<file path="config.mk">
export PLATFORM = sky130hd
export DESIGN_NAME = uart_tx_arbiter
export DESIGN_NICKNAME = d
export VERILOG_FILES = /design/src/rtl/uart_tx_arbiter.sv
export SDC_FILE = /design/constraint.sdc
export NUM_CORES = 1
export LEC_CHECK = 0
export ABC_AREA = 0
export BUFFER_PORTS_ARGS = -buffer_cell sky130_fd_sc_hd__buf_2
export CAP_MARGIN = 10
export CORE_ASPECT_RATIO = 0.9
export CORE_MARGIN = 3
export CORE_UTILIZATION = 49
export CTS_BUF_LIST = sky130_fd_sc_hd__clkbuf_8
export CTS_CLUSTER_SIZE = 8
export DETAILED_ROUTE_END_ITERATION = 6
export GPL_TIMING_DRIVEN = 0
export PLACE_DENSITY = 0.82
export SETUP_SLACK_MARGIN = 0.02
export SLEW_MARGIN = 20
export SYNTH_ARGS = -nofsm -noshare
export SYNTH_HDL_FRONTEND = slang
export SYNTH_SLANG_ARGS = --single-unit
</file>
<file path="constraint.sdc">
create_clock -name clk -period 1.8 [get_ports clk]
set_input_delay 0.36 -clock clk [delete_from_list [all_inputs] [get_ports clk]]
set_output_delay 0.36 -clock clk [all_outputs]
set_load 0.01 [all_outputs]
</file>
<file path="src/rtl/uart_tx_arbiter.sv">
//==============================================================================
// Module      : uart_tx_arbiter
// Description : Shares one UART transmitter among NREQ byte sources. A pending
//               request is selected, its byte captured and acknowledged, the
//               transmitter is started with a one-cycle pulse, and the frame is
//               tracked through tx_busy until it completes. If tx_busy never
//               rises within START_TO cycles the launch is abandoned and
//               start_err pulses.
//
// Parameters  : NREQ     - number of requesters (2..8)
//               DATA_W   - frame payload width
//               START_TO - cycles allowed for tx_busy to rise after launch (>=2)
//
// Ports       : clk       in   single clock, posedge
//               reset     in   asynchronous, active-low reset
//               req       in   level request per requester
//               req_data  in   requester i byte at [i*DATA_W +: DATA_W]
//               ack       out  one-cycle one-hot pulse, byte of requester captured
//               tx_busy   in   transmitter frame in progress
//               tx_start  out  one-cycle start pulse to transmitter
//               tx_data   out  byte presented to transmitter (held until next grant)
//               grant_id  out  index of last/current granted requester
//               arb_busy  out  high in every state except IDLE
//               start_err out  one-cycle pulse when the launch times out
//
// Build option: UART_ARB_FIXED_PRIO_EN - when defined, the lowest set req index
//               always wins and the round-robin pointer is held at 0. Default
//               (undefined) is round-robin starting from the pointer.
//
// Revision    : 1.0 - initial release
//==============================================================================
`timescale 1ns/1ps
`default_nettype none

module uart_tx_arbiter #(
    parameter int NREQ     = 4,
    parameter int DATA_W   = 8,
    parameter int START_TO = 16
) (
    input  logic                      clk,
    input  logic                      reset,
    input  logic [NREQ-1:0]           req,
    input  logic [NREQ*DATA_W-1:0]    req_data,
    output logic [NREQ-1:0]           ack,
    input  logic                      tx_busy,
    output logic                      tx_start,
    output logic [DATA_W-1:0]         tx_data,
    output logic [$clog2(NREQ)-1:0]   grant_id,
    output logic                      arb_busy,
    output logic                      start_err
);

    localparam int c_ID_W  = $clog2(NREQ);
    localparam int c_CNT_W = $clog2(START_TO);
    // The counter value at which the next silent edge is the START_TO-th
    // cycle after launch.
    localparam logic [c_CNT_W-1:0] c_CNT_LAST = c_CNT_W'(START_TO - 2);
    localparam logic [NREQ-1:0]    c_ONE      = {{(NREQ-1){1'b0}}, 1'b1};
    localparam logic [c_ID_W-1:0]  c_ID_LAST  = c_ID_W'(NREQ - 1);

    typedef enum logic [1:0] {
        S_IDLE      = 2'd0,
        S_LAUNCH    = 2'd1,
        S_WAIT_BUSY = 2'd2,
        S_WAIT_DONE = 2'd3
    } state_t;

    state_t              r_state;
    logic [NREQ-1:0]     r_ack;
    logic                r_txStart;
    logic [DATA_W-1:0]   r_txData;
    logic [c_ID_W-1:0]   r_grantId;
    logic                r_arbBusy;
    logic                r_startErr;
    logic [c_ID_W-1:0]   r_rrPtr;
    logic [c_CNT_W-1:0]  r_cnt;

    logic                w_found;
    logic [c_ID_W-1:0]   w_winner;
    logic [c_ID_W-1:0]   w_idx;
    logic [DATA_W-1:0]   w_winData;
    logic [c_ID_W-1:0]   w_rrNext;

    // Winner search: walk the requesters starting at the search origin,
    // wrapping at NREQ; the first set bit encountered wins.
    always_comb begin
        w_found  = 1'b0;
        w_winner = '0;
        w_idx    = '0;
        for (int k = 0; k < NREQ; k++) begin
`ifdef UART_ARB_FIXED_PRIO_EN
            w_idx = c_ID_W'(k);
`else
            w_idx = c_ID_W'((int'(r_rrPtr) + k) % NREQ);
`endif
            if (!w_found && req[w_idx]) begin
                w_found  = 1'b1;
                w_winner = w_idx;
            end
        end
    end

    assign w_winData = req_data[w_winner*DATA_W +: DATA_W];

    // Pointer moves just past the requester that was served (or dropped on
    // timeout), so that requester has lowest priority in the next search.
`ifdef UART_ARB_FIXED_PRIO_EN
    assign w_rrNext = '0;
`else
    assign w_rrNext = (r_grantId == c_ID_LAST) ? '0 : r_grantId + 1'b1;
`endif

    always_ff @(posedge clk or negedge reset) begin
        if (!reset) begin
            r_state    <= S_IDLE;
            r_ack      <= '0;
            r_txStart  <= 1'b0;
            r_txData   <= '0;
            r_grantId  <= '0;
            r_arbBusy  <= 1'b0;
            r_startErr <= 1'b0;
            r_rrPtr    <= '0;
            r_cnt      <= '0;
        end else begin
            // Pulse outputs default low every cycle.
            r_ack      <= '0;
            r_txStart  <= 1'b0;
            r_startErr <= 1'b0;
            case (r_state)
                S_IDLE: begin
                    // A busy transmitter blocks any grant.
                    if (w_found && !tx_busy) begin
                        r_ack     <= c_ONE << w_winner;
                        r_txStart <= 1'b1;
                        r_txData  <= w_winData;
                        r_grantId <= w_winner;
                        r_arbBusy <= 1'b1;
                        r_state   <= S_LAUNCH;
                    end
                end
                S_LAUNCH: begin
                    r_cnt   <= '0;
                    r_state <= S_WAIT_BUSY;
                end
                S_WAIT_BUSY: begin
                    if (tx_busy) begin
                        r_state <= S_WAIT_DONE;
                    end else if (r_cnt == c_CNT_LAST) begin
                        // Launch abandoned: the byte was already acked and
                        // is dropped; the requester still loses its turn.
                        r_startErr <= 1'b1;
                        r_arbBusy  <= 1'b0;
                        r_rrPtr    <= w_rrNext;
                        r_state    <= S_IDLE;
                    end else begin
                        r_cnt <= r_cnt + 1'b1;
                    end
                end
                S_WAIT_DONE: begin
                    if (!tx_busy) begin
                        r_arbBusy <= 1'b0;
                        r_rrPtr   <= w_rrNext;
                        r_state   <= S_IDLE;
                    end
                end
                default: begin
                    r_arbBusy <= 1'b0;
                    r_cnt     <= '0;
                    r_state   <= S_IDLE;
                end
            endcase
        end
    end

    assign ack       = r_ack;
    assign tx_start  = r_txStart;
    assign tx_data   = r_txData;
    assign grant_id  = r_grantId;
    assign arb_busy  = r_arbBusy;
    assign start_err = r_startErr;

endmodule

`default_nettype wire
</file>
Word level (Yosys, flattened, before mapping) --
Cells that the tools add are included.
Word-level totals: flip-flop bits (word level) 25, input port bits 39, output and inout port bits 17, word-level logic and storage cells 89
Cells by class: $add $sub $neg 5, magnitude comparators 4, equal/unequal tests 11, shifts and indexed selects 2, muxes and demuxes 41, reductions and logical operators 17
Operators by type and width (count):
- $shiftx 32x6->8 | 1
- $mux 2 | 12
- $mux 1 | 17
- $mux 4 | 4
- $lt 2x3->1 const B | 4
- $ne 2x2->1 const B | 5
- $bmux 1 s2 | 4
- $pmux 2 s4 | 1
- $pmux 4 s2 | 1
- $eq 2x2->1 const B | 3
- $reduce_and 3->1 | 2
- $reduce_and 5->1 | 1
- $add 2x1->2 const B | 2
- $add 2x2->2 const B | 2
- $add 4x1->4 const B | 1
- $eq 4x4->1 const B | 1
- $logic_and 1x1->1 | 4
- $logic_not 1->1 | 4
- $pmux 2 s2 | 1
- $reduce_and 4->1 | 1
- $reduce_bool 2->1 | 2
- $shl 1x2->4 const A | 1
- $ne 3x3->1 const B | 1
- $pmux 1 s3 | 1
- 4 further kinds | 4

Depth between registers and ports, before layout --
word-level depth 15, depth in mapped cells 7, depth with buffers taken out 7

Least setup slack after synthesis --
Ideal clock, no wire load.
path kind input-to-reg, from in req[0], to reg r_txData[0], in the netlist tx_data[0], setup time 0.133 ns, data arrival time 1.386 ns, setup slack 0.281 ns, cell stages on the path 5, path buffers 0, cell sequence or4_4 > nand3b_4 > nor3_4 > a32oi_1 > o211ai_1
On the way: cells in the longest elaborated chain, start to end 14, elaborated cells on any way between the ends 25, those cells by class shift (1); mux (16); reduce/logical (8)
RTL lines:
- start: declaration | RTL line 42 | input logic [NREQ-1:0] req,
- branches (longest 14 deep; another with $bmux 1 s2)
- end signal: assignment | RTL line 135 | r_txData <= w_winData;
- end: declaration | RTL line 71 | logic [DATA_W-1:0] r_txData;
Parallel ways; which one is timed is not known. The select of a mux whose other input is x is not followed. A chain may end at the register's enable or synchronous reset.

Worst setup path in the final report --
from reg r_cnt[0], to reg r_rrPtr[1]
On the way: cells in the longest elaborated chain, start to end 3
RTL lines:
- start: declaration | RTL line 76 | logic [c_CNT_W-1:0] r_cnt;
- start signal: assignment | RTL line 156 | r_cnt <= r_cnt + 1'b1;
- $eq 4x4->1 | RTL line 148 | end else if (r_cnt == c_CNT_LAST) begin
- $ne 2x2->1 (no line)
- $reduce_and 4->1 (no line)
- end signal: assignment | RTL line 153 | r_rrPtr <= w_rrNext;
- end signal: assignment | RTL line 162 | r_rrPtr <= w_rrNext;
- end: declaration | RTL line 75 | logic [c_ID_W-1:0] r_rrPtr;
No other way between the ends.

==> summary.md <==
| Metric | Value |
|---|---|
| Post-Route WL | `3230 um` |
| VDD IR max | `0.812 mV` |
| Grt ovf | `0` |
| Core box area | `0.00251 sq mm` |
| Clock-pin slew on the worst setup and hold paths | `80 ps` |
| Die area | `0.00337 sq mm` |
| Lkg Pwr | `0.864 nW` |
| CP Launch Type | `register` |
| Critical path capture point type | `register` |
| Syn-to-layout area delta | `27.5%` |
| Tmin final | `1680 ps` |
| Critical Path AT | `1840 ps` |
| Status | `finished clean` |
| Required time worst endpoint | `approximately 2000 ps` |
| Seq/Total Area, Yosys | `0.471` |
| Fmax | `594 MHz` |
| Main synth FF type | `dfrtp_1` |
| Power density over cell area | `roughly 1300 mW/mm^2` |
| Placed cells | `slightly above 200` |
| Drt wl/cell | `15.3 um` |
| Die height | `55.4 um` |
| Yosys top cell area share | `0.471` |
| Site Rows | `17` |
| Drt pass-1 iters | `4` |
| Cell area after layout | `approximately 0.0017 sq mm` |
| HPWL Detailed | `about 2500 um` |
| HP Class | `in2async` |
| Initial core utilization | `0.529` |
| Final count of hold timing violations | `0` |
| Final critical-path share of the clock period | `0.935` |
| Share of cells above drive strength 1 | `0.410` |
| Setup TNS Final | `0 ps` |
| Slew @ Worst Pin | `between 500 and 600 ps` |
| Mapped Cells | `124` |
| Mean cell area of the mapped netlist | `between 10 and 15 sq um` |
| Synth area leader | `dfrtp_1` |
| DP Area | `0.00164 sq mm` |
| Clock sink total | `25` |
| Nets | `roughly 230` |
| Skew-Pair Late Insertion Delay | `260 ps` |
| Post-Synthesis Cell Area | `0.00133 sq mm` |
| Vias | `roughly 1200` |
| Vias in the first global route | `1240` |
| First-pass GRT wire length | `5580 um` |
| Io pins | `56` |
| Die W | `a little over 60 um` |
| Setup bufs post-CTS | `0` |
| CTS H-tree depth | `1` |
| Register area | `~630 sq um` |
| Top-count cell post-synth | `dfrtp_1` |
| Vias per std cell | `5.87` |
| Post-route DRC | `0` |
| Clk_skew | `3.06 ps` |
| RSZ-0062 raised after global routing | `false` |
| Slew headroom | `0.632` |
| PortBufs | `between 50 and 60` |
| Initial antenna violation count | `0` |
| Hold_buf cts | `0` |
| Non-Filler Instances | `211` |
| Synth top cells by count | `dfrtp_1, nand3_1, mux2i_1, nor2_1` |
| GRT Overall Usage | `0.212` |
| Tot Pwr | `2.25 mW` |
| ANT cells | `0` |
| Initial drt markers | `94` |
| CTS tree | `yes` |
| Antenna Nets Post-Route | `0` |
| Ys async rst share | `1.00` |
| Worst Reg-to-Reg Cells | `5` |
| Area contributors post-synth | `dfrtp_1, mux2i_1, a32oi_1` |
| Fin. max-slew vios | `0` |
| Root Buffer | `clkbuf_8` |
| Number of enable flip-flop cells after synthesis | `0` |
| CTS Buffer Depth | `2` |
| CTS buffer count | `3` |
| Syn Nets | `166` |
| FILL cells | `200` |
| Type of the worst setup path | `reg2reg` |
| Largest net degree at the start of global routing | `26` |
| Synth cell types | `36` |
| Post-CTS resize count | `0` |
| Multi-input gate area | `a little under 700 sq um` |
| YS warnings | `0` |
| Crit path max fanout | `5` |
| Max-Cap Viols | `0` |
| Seq cells post-synth | `25` |
| Placer Congestion | `0.829` |
| Final setup fails | `0` |
## report_power, final
group | internal, mW | leakage [nW] | switching, mW | total [mW]
registers | 0.758 | 0.318 | 0.161 | 0.920
clock network | 0.152 | 0.0269 | 0.169 | 0.322
logic | 0.451 | 0.519 | 0.558 | 1.01
total | 1.36 | 0.864 | 0.888 | 2.25
## metrics by stage
step                      hold slack (ps)  setup slack (ps)   util
after CTS                            92.7               114  0.670
after global routing                  117              21.4  0.674
after detailed placement              381              19.8  0.653
after floorplan                      64.4               281      -
final                                73.5               117  0.674
after global placement                371              67.5  0.653
## cell usage in the layout (no fill, tap or decap), types with 2 or more instances in the layout
cell type | Yosys | routed
o21ai_0 | 4 | 4
nand3_1 | 13 | 13
xor2_1 | 2 | 2
a21oi_1 | 3 | 2
nand2_1 | 8 | 7
dfrtp_1 | 25 | 24
mux2i_1 | 9 | 9
buf_2 | 2 | 57
nor2_1 | 9 | 8
and2_1 | 2 | 2
inv_1 | 2 | 3
mux2_2 | 2 | 2
a21oi_2 | 1 | 2
clkbuf_8 | 0 | 3
nand2b_1 | 4 | 4
a32oi_1 | 8 | 8
ha_1 | 3 | 3
o211ai_1 | 8 | 8
## worst max-delay path, stage by stage (launching register included)
cell and delay, ps:
dfrtp_1 430, inv_1 80, ha_1 160, a31oi_1 100, nor3b_1 420, mux2_2 380
## final cells by class
cell class	instances	share of cell area
buffer	4	0.0126
clock buffer	3	0.0244
clock inverter	1	0.00222
inverter	3	0.00665
multi-input combinational	92	0.401
sequential	25	0.370
tap	28	0.0207
timing repair buffer	55	0.163
## flip-flops by register name (all words and copies together) (netlist names)
signal	cells
r_state	2
tx_data	8
arb_busy	1
r_rrPtr	2
r_cnt	4
tx_start	1
grant_id	2
start_err	1
ack	4
## routing by layer
| metal | up-vias | routed length (um) | track usage | part of all wire |
|---|---|---|---|---|
| met5 | - | 0 | 0 | 0 |
| met4 | 0 | 34 | 0.0681 | 0.011 |
| met3 | 6 | 199 | 0.0374 | 0.062 |
| met2 | 56 | 1730 | 0.357 | 0.53 |
| met1 | 599 | 1270 | 0.267 | 0.39 |
| li1 | 578 | - | - | - |
## worst paths after layout
| path | start | end | slack, ps |
|---|---|---|---|
| max | r_cnt[0] | r_rrPtr[1] | 120 |
| min | reset | r_cnt[2] | 70 |
| max reg2reg | r_cnt[0] | r_rrPtr[1] | 120 |
| min reg2reg | tx_data[3] | tx_data[3] | 530 |
| max in group asynchronous | reset | r_rrPtr[1] | 1330 |
| min in group clk | req_data[0] | tx_data[0] | 340 |
## kinds of logic after synthesis
| logic type | count (synthesis) | synth area share |
|---|---|---|
| flip-flops | 25 | 0.471 |
| multiplexers | 11 | 0.0848 |
| XOR/XNOR | 2 | 0.0132 |
| AO/OA/AOI/OAI | 29 | 0.165 |
| adder cells (fa/ha/maj) | 3 | 0.0283 |
| buffers and inverters | 7 | 0.0245 |
| AND/OR/NAND/NOR | 47 | 0.213 |
No activity file was read; power rests on OpenSTA's default activity.
